**config.mk**
```make
export PLATFORM = sky130hd
export DESIGN_NAME = dlfloat_result_tx_flat
export DESIGN_NICKNAME = d
export VERILOG_FILES = /design/src/rtl/dlfloat_result_tx_if.sv /design/src/rtl/dlfloat_result_tx.sv /design/src/flat_wrapper.sv
export SDC_FILE = /design/constraint.sdc
export NUM_CORES = 1
export LEC_CHECK = 0
export CAP_MARGIN = 20
export CORE_UTILIZATION = 45
export CTS_BUF_LIST = sky130_fd_sc_hd__clkbuf_4 sky130_fd_sc_hd__clkbuf_8 sky130_fd_sc_hd__clkbuf_16
export DETAILED_ROUTE_END_ITERATION = 12
export PLACE_DENSITY_LB_ADDON = 0.3
export REMOVE_ABC_BUFFERS = 1
export SLEW_MARGIN = 20
export SYNTH_ARGS = -nofsm -noshare
export SYNTH_HDL_FRONTEND = slang
export SYNTH_SLANG_ARGS = --single-unit
```
**constraint.sdc**
```tcl
create_clock -name clk -period 3.3 [get_ports clk]
set_clock_uncertainty 0.05 [all_clocks]
set_input_delay 0.66 -clock clk [delete_from_list [all_inputs] [get_ports clk]]
set_output_delay 0.66 -clock clk [all_outputs]
set_load 0.01 [all_outputs]
```
**src/rtl/dlfloat_result_tx_if.sv**
```systemverilog
// Handshake bundle for the DLFloat16 result serializer: result word in, byte stream out, plus status.
// DEPTH must match the DEPTH of the attached dlfloat_result_tx so that level widths agree.
interface dlfloat_result_tx_if #(parameter int DEPTH = 4);
  logic                     res_valid;
  logic [15:0]              res_data;
  logic                     res_ready;
  logic [7:0]               tx_data;
  logic                     tx_valid;
  logic                     tx_last;
  logic                     tx_ready;
  logic [$clog2(DEPTH):0]   level;
  logic                     overflow;
  logic                     clr_ovf;

  modport master (
    output res_valid, res_data, tx_ready, clr_ovf,
    input  res_ready, tx_data, tx_valid, tx_last, level, overflow
  );

  modport slave (
    input  res_valid, res_data, tx_ready, clr_ovf,
    output res_ready, tx_data, tx_valid, tx_last, level, overflow
  );
endinterface

```
**src/rtl/dlfloat_result_tx.sv**
```systemverilog
// Buffers 16-bit DLFloat16 MAC results in a small FIFO and streams each one out
// as two bytes (low byte first) on a registered valid/ready byte port.
module dlfloat_result_tx #(
  parameter int DEPTH = 4
) (
  input  logic               clk,
  input  logic               rst_n,
  dlfloat_result_tx_if.slave bus
);
  localparam int AW = $clog2(DEPTH);
  // DEPTH is a power of two, so "full" is just the top bit of the occupancy count
  localparam logic [AW:0] FULL_LVL = {1'b1, {AW{1'b0}}};

  typedef enum logic [1:0] {IDLE, LO, HI} state_t;

  state_t        state_q, state_d;
  logic [15:0]   mem [DEPTH];
  logic [AW-1:0] wr_ptr, rd_ptr;
  logic [AW:0]   level_q;
  logic          ovf_q;
  logic          full, push, drop, pop, have_word;
  logic [15:0]   head, word_q, word_d;
  logic [7:0]    tx_data_q, tx_data_d;
  logic          tx_valid_q, tx_valid_d;
  logic          tx_last_q, tx_last_d;

  assign full      = (level_q == FULL_LVL);
  assign have_word = (level_q != '0);
  assign push      = bus.res_valid && !full;
  assign drop      = bus.res_valid && full;
  assign head      = mem[rd_ptr];

  assign bus.res_ready = !full;
  assign bus.tx_data   = tx_data_q;
  assign bus.tx_valid  = tx_valid_q;
  assign bus.tx_last   = tx_last_q;
  assign bus.level     = level_q;
  assign bus.overflow  = ovf_q;

  // Storage has no reset; occupancy tracking guarantees stale entries are never popped.
  always_ff @(posedge clk) begin
    if (push) mem[wr_ptr] <= bus.res_data;
  end

  always_ff @(posedge clk or negedge rst_n) begin
    if (!rst_n) begin
      wr_ptr  <= '0;
      rd_ptr  <= '0;
      level_q <= '0;
    end else begin
      if (push) wr_ptr <= wr_ptr + 1'b1;
      if (pop)  rd_ptr <= rd_ptr + 1'b1;
      case ({push, pop})
        2'b10:   level_q <= level_q + 1'b1;
        2'b01:   level_q <= level_q - 1'b1;
        default: level_q <= level_q;
      endcase
    end
  end

  // A drop wins over a same-cycle clear so no lost word goes unreported.
  always_ff @(posedge clk or negedge rst_n) begin
    if (!rst_n)       ovf_q <= 1'b0;
    else if (drop)    ovf_q <= 1'b1;
    else if (bus.clr_ovf) ovf_q <= 1'b0;
  end

  always_ff @(posedge clk or negedge rst_n) begin
    if (!rst_n) begin
      state_q    <= IDLE;
      word_q     <= '0;
      tx_data_q  <= '0;
      tx_valid_q <= 1'b0;
      tx_last_q  <= 1'b0;
    end else begin
      state_q    <= state_d;
      word_q     <= word_d;
      tx_data_q  <= tx_data_d;
      tx_valid_q <= tx_valid_d;
      tx_last_q  <= tx_last_d;
    end
  end

  always_comb begin
    state_d    = state_q;
    word_d     = word_q;
    tx_data_d  = tx_data_q;
    tx_valid_d = tx_valid_q;
    tx_last_d  = tx_last_q;
    pop        = 1'b0;
    case (state_q)
      IDLE: begin
        tx_valid_d = 1'b0;
        tx_last_d  = 1'b0;
        if (have_word) begin
          pop        = 1'b1;
          word_d     = head;
          tx_data_d  = head[7:0];
          tx_valid_d = 1'b1;
          state_d    = LO;
        end
      end
      LO: begin
        if (bus.tx_ready) begin
          tx_data_d = word_q[15:8];
          tx_last_d = 1'b1;
          state_d   = HI;
        end
      end
      HI: begin
        if (bus.tx_ready) begin
          // Chain straight into the next word so a busy FIFO streams without a gap
          if (have_word) begin
            pop       = 1'b1;
            word_d    = head;
            tx_data_d = head[7:0];
            tx_last_d = 1'b0;
            state_d   = LO;
          end else begin
            tx_valid_d = 1'b0;
            tx_last_d  = 1'b0;
            state_d    = IDLE;
          end
        end
      end
      default: begin
        tx_valid_d = 1'b0;
        tx_last_d  = 1'b0;
        state_d    = IDLE;
      end
    endcase
  end
endmodule
```
**src/flat_wrapper.sv**
```systemverilog
// flat-port wrapper written by rule: the top's interface ports become plain ports
module dlfloat_result_tx_flat 
#(
  parameter int DEPTH = 4
)
  (clk, rst_n, bus_res_valid, bus_res_data, bus_tx_ready, bus_clr_ovf, bus_res_ready, bus_tx_data, bus_tx_valid, bus_tx_last, bus_level, bus_overflow);
  dlfloat_result_tx_if #(.DEPTH(DEPTH)) bus_i ();
  input  logic clk;
  input  logic rst_n;
  input wire logic [$bits(bus_i.res_valid)-1:0] bus_res_valid;
  input wire logic [$bits(bus_i.res_data)-1:0] bus_res_data;
  input wire logic [$bits(bus_i.tx_ready)-1:0] bus_tx_ready;
  input wire logic [$bits(bus_i.clr_ovf)-1:0] bus_clr_ovf;
  output wire logic [$bits(bus_i.res_ready)-1:0] bus_res_ready;
  output wire logic [$bits(bus_i.tx_data)-1:0] bus_tx_data;
  output wire logic [$bits(bus_i.tx_valid)-1:0] bus_tx_valid;
  output wire logic [$bits(bus_i.tx_last)-1:0] bus_tx_last;
  output wire logic [$bits(bus_i.level)-1:0] bus_level;
  output wire logic [$bits(bus_i.overflow)-1:0] bus_overflow;
  assign bus_i.res_valid = bus_res_valid;
  assign bus_i.res_data = bus_res_data;
  assign bus_i.tx_ready = bus_tx_ready;
  assign bus_i.clr_ovf = bus_clr_ovf;
  assign bus_res_ready = bus_i.res_ready;
  assign bus_tx_data = bus_i.tx_data;
  assign bus_tx_valid = bus_i.tx_valid;
  assign bus_tx_last = bus_i.tx_last;
  assign bus_level = bus_i.level;
  assign bus_overflow = bus_i.overflow;
  dlfloat_result_tx #(.DEPTH(DEPTH)) u_core (.clk(clk), .rst_n(rst_n), .bus(bus_i));
endmodule
```
==> metrics.log <==
[metrics] result of the run: finished clean
[metrics] total DRC errors in the routed layout: 0
[metrics] RSZ-0062 raised after global routing: no
[metrics] number of distinct library cells after synthesis: 30
[metrics] Clock Sinks: 92
[metrics] First DRT Iteration DRCs: 70
[metrics] startpoint of the worst hold path: u_core.bus.tx_last
[metrics] pwr dens: 950 nW/µm²
[metrics] met1 usage: 19.0%
[metrics] floorplan die area: 8570 µm²
[metrics] netlist area before placement: 3690 µm²
[metrics] CTS tree: done
[metrics] wire length per cell after detailed routing: 17.7 µm
[metrics] FF+latch count, synth: 92
[metrics] reg2reg start: u_core.bus.level[0]
[metrics] aggregate routed wire length: 6030 µm
[metrics] total of endpoints with negative setup slack in the final report: 0
[metrics] total via count after detailed routing: 1749
[metrics] endpoint of the most critical register-to-register path: u_core.bus.level[2]
[metrics] endpoint with the worst hold slack: u_core.bus.tx_last
[metrics] end-of-flow core utilization: 56.4%
[metrics] maximum frequency from static timing analysis: 0.409 GHz
[metrics] fill cell instance count of the final layout: 655
[metrics] path class of the lowest-slack min-delay path: register to register
[metrics] Area after DPL: 4190 µm²
[metrics] global-route met3 utilization: 5.42%
[metrics] maximum number of pins on one net before global-route repair: 29
[metrics] Post-layout nets: 260
[metrics] Std-Cell Rows: 32
[metrics] worst path arrival time: 2.67 ns
[metrics] kind of start point of the critical path: primary input
[metrics] sum of net half-perimeters after detailed placement: 3800 µm
[metrics] worst voltage drop across the vdd grid: 0.380 mV
[metrics] H-tree Lvls: 3
[metrics] peak fanout along the critical path: 6
[metrics] Main synth FF type: sky130_fd_sc_hd__edfxtp_1
[metrics] number of max-cap violations: 0
[metrics] slew at the pin closest to its max-slew limit: 0.809 ns
[metrics] Clk pin slew, worst setup/hold paths: 0.09 ns
[metrics] count of pins on the block boundary: 36
[metrics] Remaining Overflow, GRT: 0
[metrics] final worst setup slack: 0.853 ns
[metrics] number of failing hold endpoints at the final stage: 0
[metrics] GRT busiest layer: met2
[metrics] Vias per Instance: 5.14
[metrics] Final Slew Violations: 0
[metrics] fraction of the yosys area taken by sequential cells: 71.1%
[metrics] core box area: 7850 µm²
[metrics] antenna violations before repair: 0
[metrics] global-route met2 utilization: 28.0%
[metrics] Gate Count Post-Synth: 186
[metrics] R2R Setup Slk: 1.04 ns
[metrics] vias in the first global route: 1910
[metrics] WS Path Type: primary input to register
[metrics] proportion of register bits with asynchronous set or reset after synthesis: 30.4%
[metrics] wire length of the first global-routing pass: 9870 µm
[metrics] Slew HR: 46.1%
[metrics] Tot GR Track Use: 16.1%
[metrics] yosys warns: 0
[metrics] starting density of the core: 47.0%
[metrics] Hold Buf Count CTS: 0
[metrics] number of gates given a new drive strength after cts: 0
[metrics] Final period util: 74.1%
[metrics] buffer depth of the longest clock path: 2
[metrics] leakage power: 1.61 nW
[metrics] clock insertion delay at the later pin of the skew report: 0.35 ns
[metrics] Die Width: 92.6 µm
[metrics] Min Hold Slack: 0.455 ns
[metrics] pre-CTS worst setup slack: 0.487 ns
[metrics] drt pass-1 iters: 4
[metrics] last weighted congestion value of the routability-driven placer: 0.675
[metrics] cell area after layout: 4420 µm²
[metrics] proportion of layout cells with a drive suffix above 1: 28.2%
[metrics] final antenna-violating net count: 0
[metrics] Antenna diodes: 0
[metrics] number of buffers created by CTS: 9
[metrics] capturing element type of the critical path: register
[metrics] count of buffers from port buffering: 35
[metrics] average size of a mapped cell: 19.8 µm²
[metrics] WP data required: 3.53 ns
[metrics] sum of negative setup slack: 0 ns
[metrics] Layout Area Growth over Synthesis: 19.9%
[metrics] clock tree root buffer cell: sky130_fd_sc_hd__clkbuf_8
[metrics] number of post-CTS setup repair buffers: 0
[metrics] number of synthesized flops with an enable pin: 64
[metrics] Tmin final: 2.45 ns
[metrics] depth of the most critical reg-to-reg path: 9
[metrics] chip height: 92.6 µm
[metrics] hold path cells: 1
[critical path, cell delays in order]
cell and delay, ns:
sky130_fd_sc_hd__clkdlybuf4s50_1 0.56, sky130_fd_sc_hd__nor2b_1 0.15, sky130_fd_sc_hd__nor3_1 0.23, sky130_fd_sc_hd__ha_1 0.23
sky130_fd_sc_hd__inv_1 0.06, sky130_fd_sc_hd__fa_1 0.37, sky130_fd_sc_hd__xor2_1 0.15, sky130_fd_sc_hd__nor2_1 0.11
sky130_fd_sc_hd__xor2_1 0.16
[state kept, by name (all words and copies together) (netlist names)]
signal and flops:
u_core.bus.tx_data 8, u_core.bus.overflow 1, u_core.state_q 2, u_core.bus.tx_valid 1, u_core.bus.level 3, u_core.bus.tx_last 1
u_core.wr_ptr 2, u_core.word_q 8, u_core.rd_ptr 2, u_core.mem 64
[worst max path at each step]
| stage | to | from | slack, ns |
|---|---|---|---|
| after floorplan | u_core.bus.level[2] | bus_tx_ready | 0.53 |
| after global placement | u_core.bus.level[2] | bus_tx_ready | 0.55 |
| after detailed placement | u_core.bus.level[2] | bus_tx_ready | 0.49 |
| after CTS | bus_res_ready | u_core.bus.level[0] | 0.85 |
| after global routing | u_core.bus.level[2] | bus_tx_ready | 0.73 |
| final | u_core.bus.level[2] | bus_tx_ready | 0.85 |
[layout make-up]
type | instances | area (µm²) | area share (%)
Clock buffer | 9 | 124 | 2.80
Clock inverter | 7 | 115 | 2.60
Inverter | 9 | 33.8 | 0.764
Multi-Input combinational cell | 78 | 991 | 22.4
Sequential cell | 92 | 2620 | 59.3
Tap cell | 102 | 128 | 2.88
Timing Repair Buffer | 43 | 410 | 9.28
[metal layers]
layer	part of all wire [%]	wire length (µm)
met2	52	3150
met1	43	2590
met3	3.6	215
met5	0	0
met4	1.2	72
[synth_stat cells (2+ instances only)]
| cell type | n | area share [%] |
|---|---|---|
| sky130_fd_sc_hd__dfrtp_1 | 28 | 19 |
| sky130_fd_sc_hd__mux2_4 | 8 | 3.3 |
| sky130_fd_sc_hd__mux2_2 | 18 | 5.5 |
| sky130_fd_sc_hd__nand2b_1 | 2 | 0.34 |
| sky130_fd_sc_hd__inv_1 | 9 | 0.92 |
| sky130_fd_sc_hd__and2_1 | 4 | 0.68 |
| sky130_fd_sc_hd__mux4_2 | 16 | 9.8 |
| sky130_fd_sc_hd__o21ai_0 | 3 | 0.41 |
| sky130_fd_sc_hd__xor2_1 | 4 | 0.95 |
| sky130_fd_sc_hd__nor2b_1 | 3 | 0.51 |
| sky130_fd_sc_hd__edfxtp_1 | 64 | 52 |
| sky130_fd_sc_hd__xnor2_1 | 2 | 0.47 |
| sky130_fd_sc_hd__buf_2 | 4 | 0.54 |
| sky130_fd_sc_hd__ha_1 | 5 | 1.7 |
[where the power goes]
group / switching, mW / internal [mW]
clock: 0.375 / 0.500
sequential: 0.226 / 1.60
combinational: 0.603 / 0.901
[kinds of logic after synthesis]
logic type / synth area share (%)
AOI/OAI and AO/OA: 1.63
xor gates and xnor gates: 1.42
muxes: 18.8
and+or+nand+nor: 2.78
DFF: 71.1
adders and majority gates: 2.24
buffers and inverters: 2.07
[cells in the final DEF, fill, tap and decap left out, drive strengths merged, types with 2 or more instances in the layout]
cell type      Yosys  layout
nor3               2       2
xor2               4       4
mux4              16      16
nor2b              3       3
nand2b             2       2
clkdlybuf4s50      0      35
dfrtp             28      28
inv                9       9
edfxtp            64      64
o21ai              3       3
and2               4       4
mux2              26      26
ha                 5       5
clkbuf             1       9
buf                6       8
bufinv             0       3
clkinv             0       3
xnor2              2       2
[stage by stage]
| step | power (mW) | std cells |
|---|---|---|
| final | 4.20 | 340 |
| after global routing | 4.45 | 340 |
| after CTS | 4.27 | 340 |
| after detailed placement | 3.39 | 324 |
| after global placement | 3.33 | 324 |
| after floorplan | 2.84 | 179 |
Note: power is estimated with default switching activity, not from simulation.
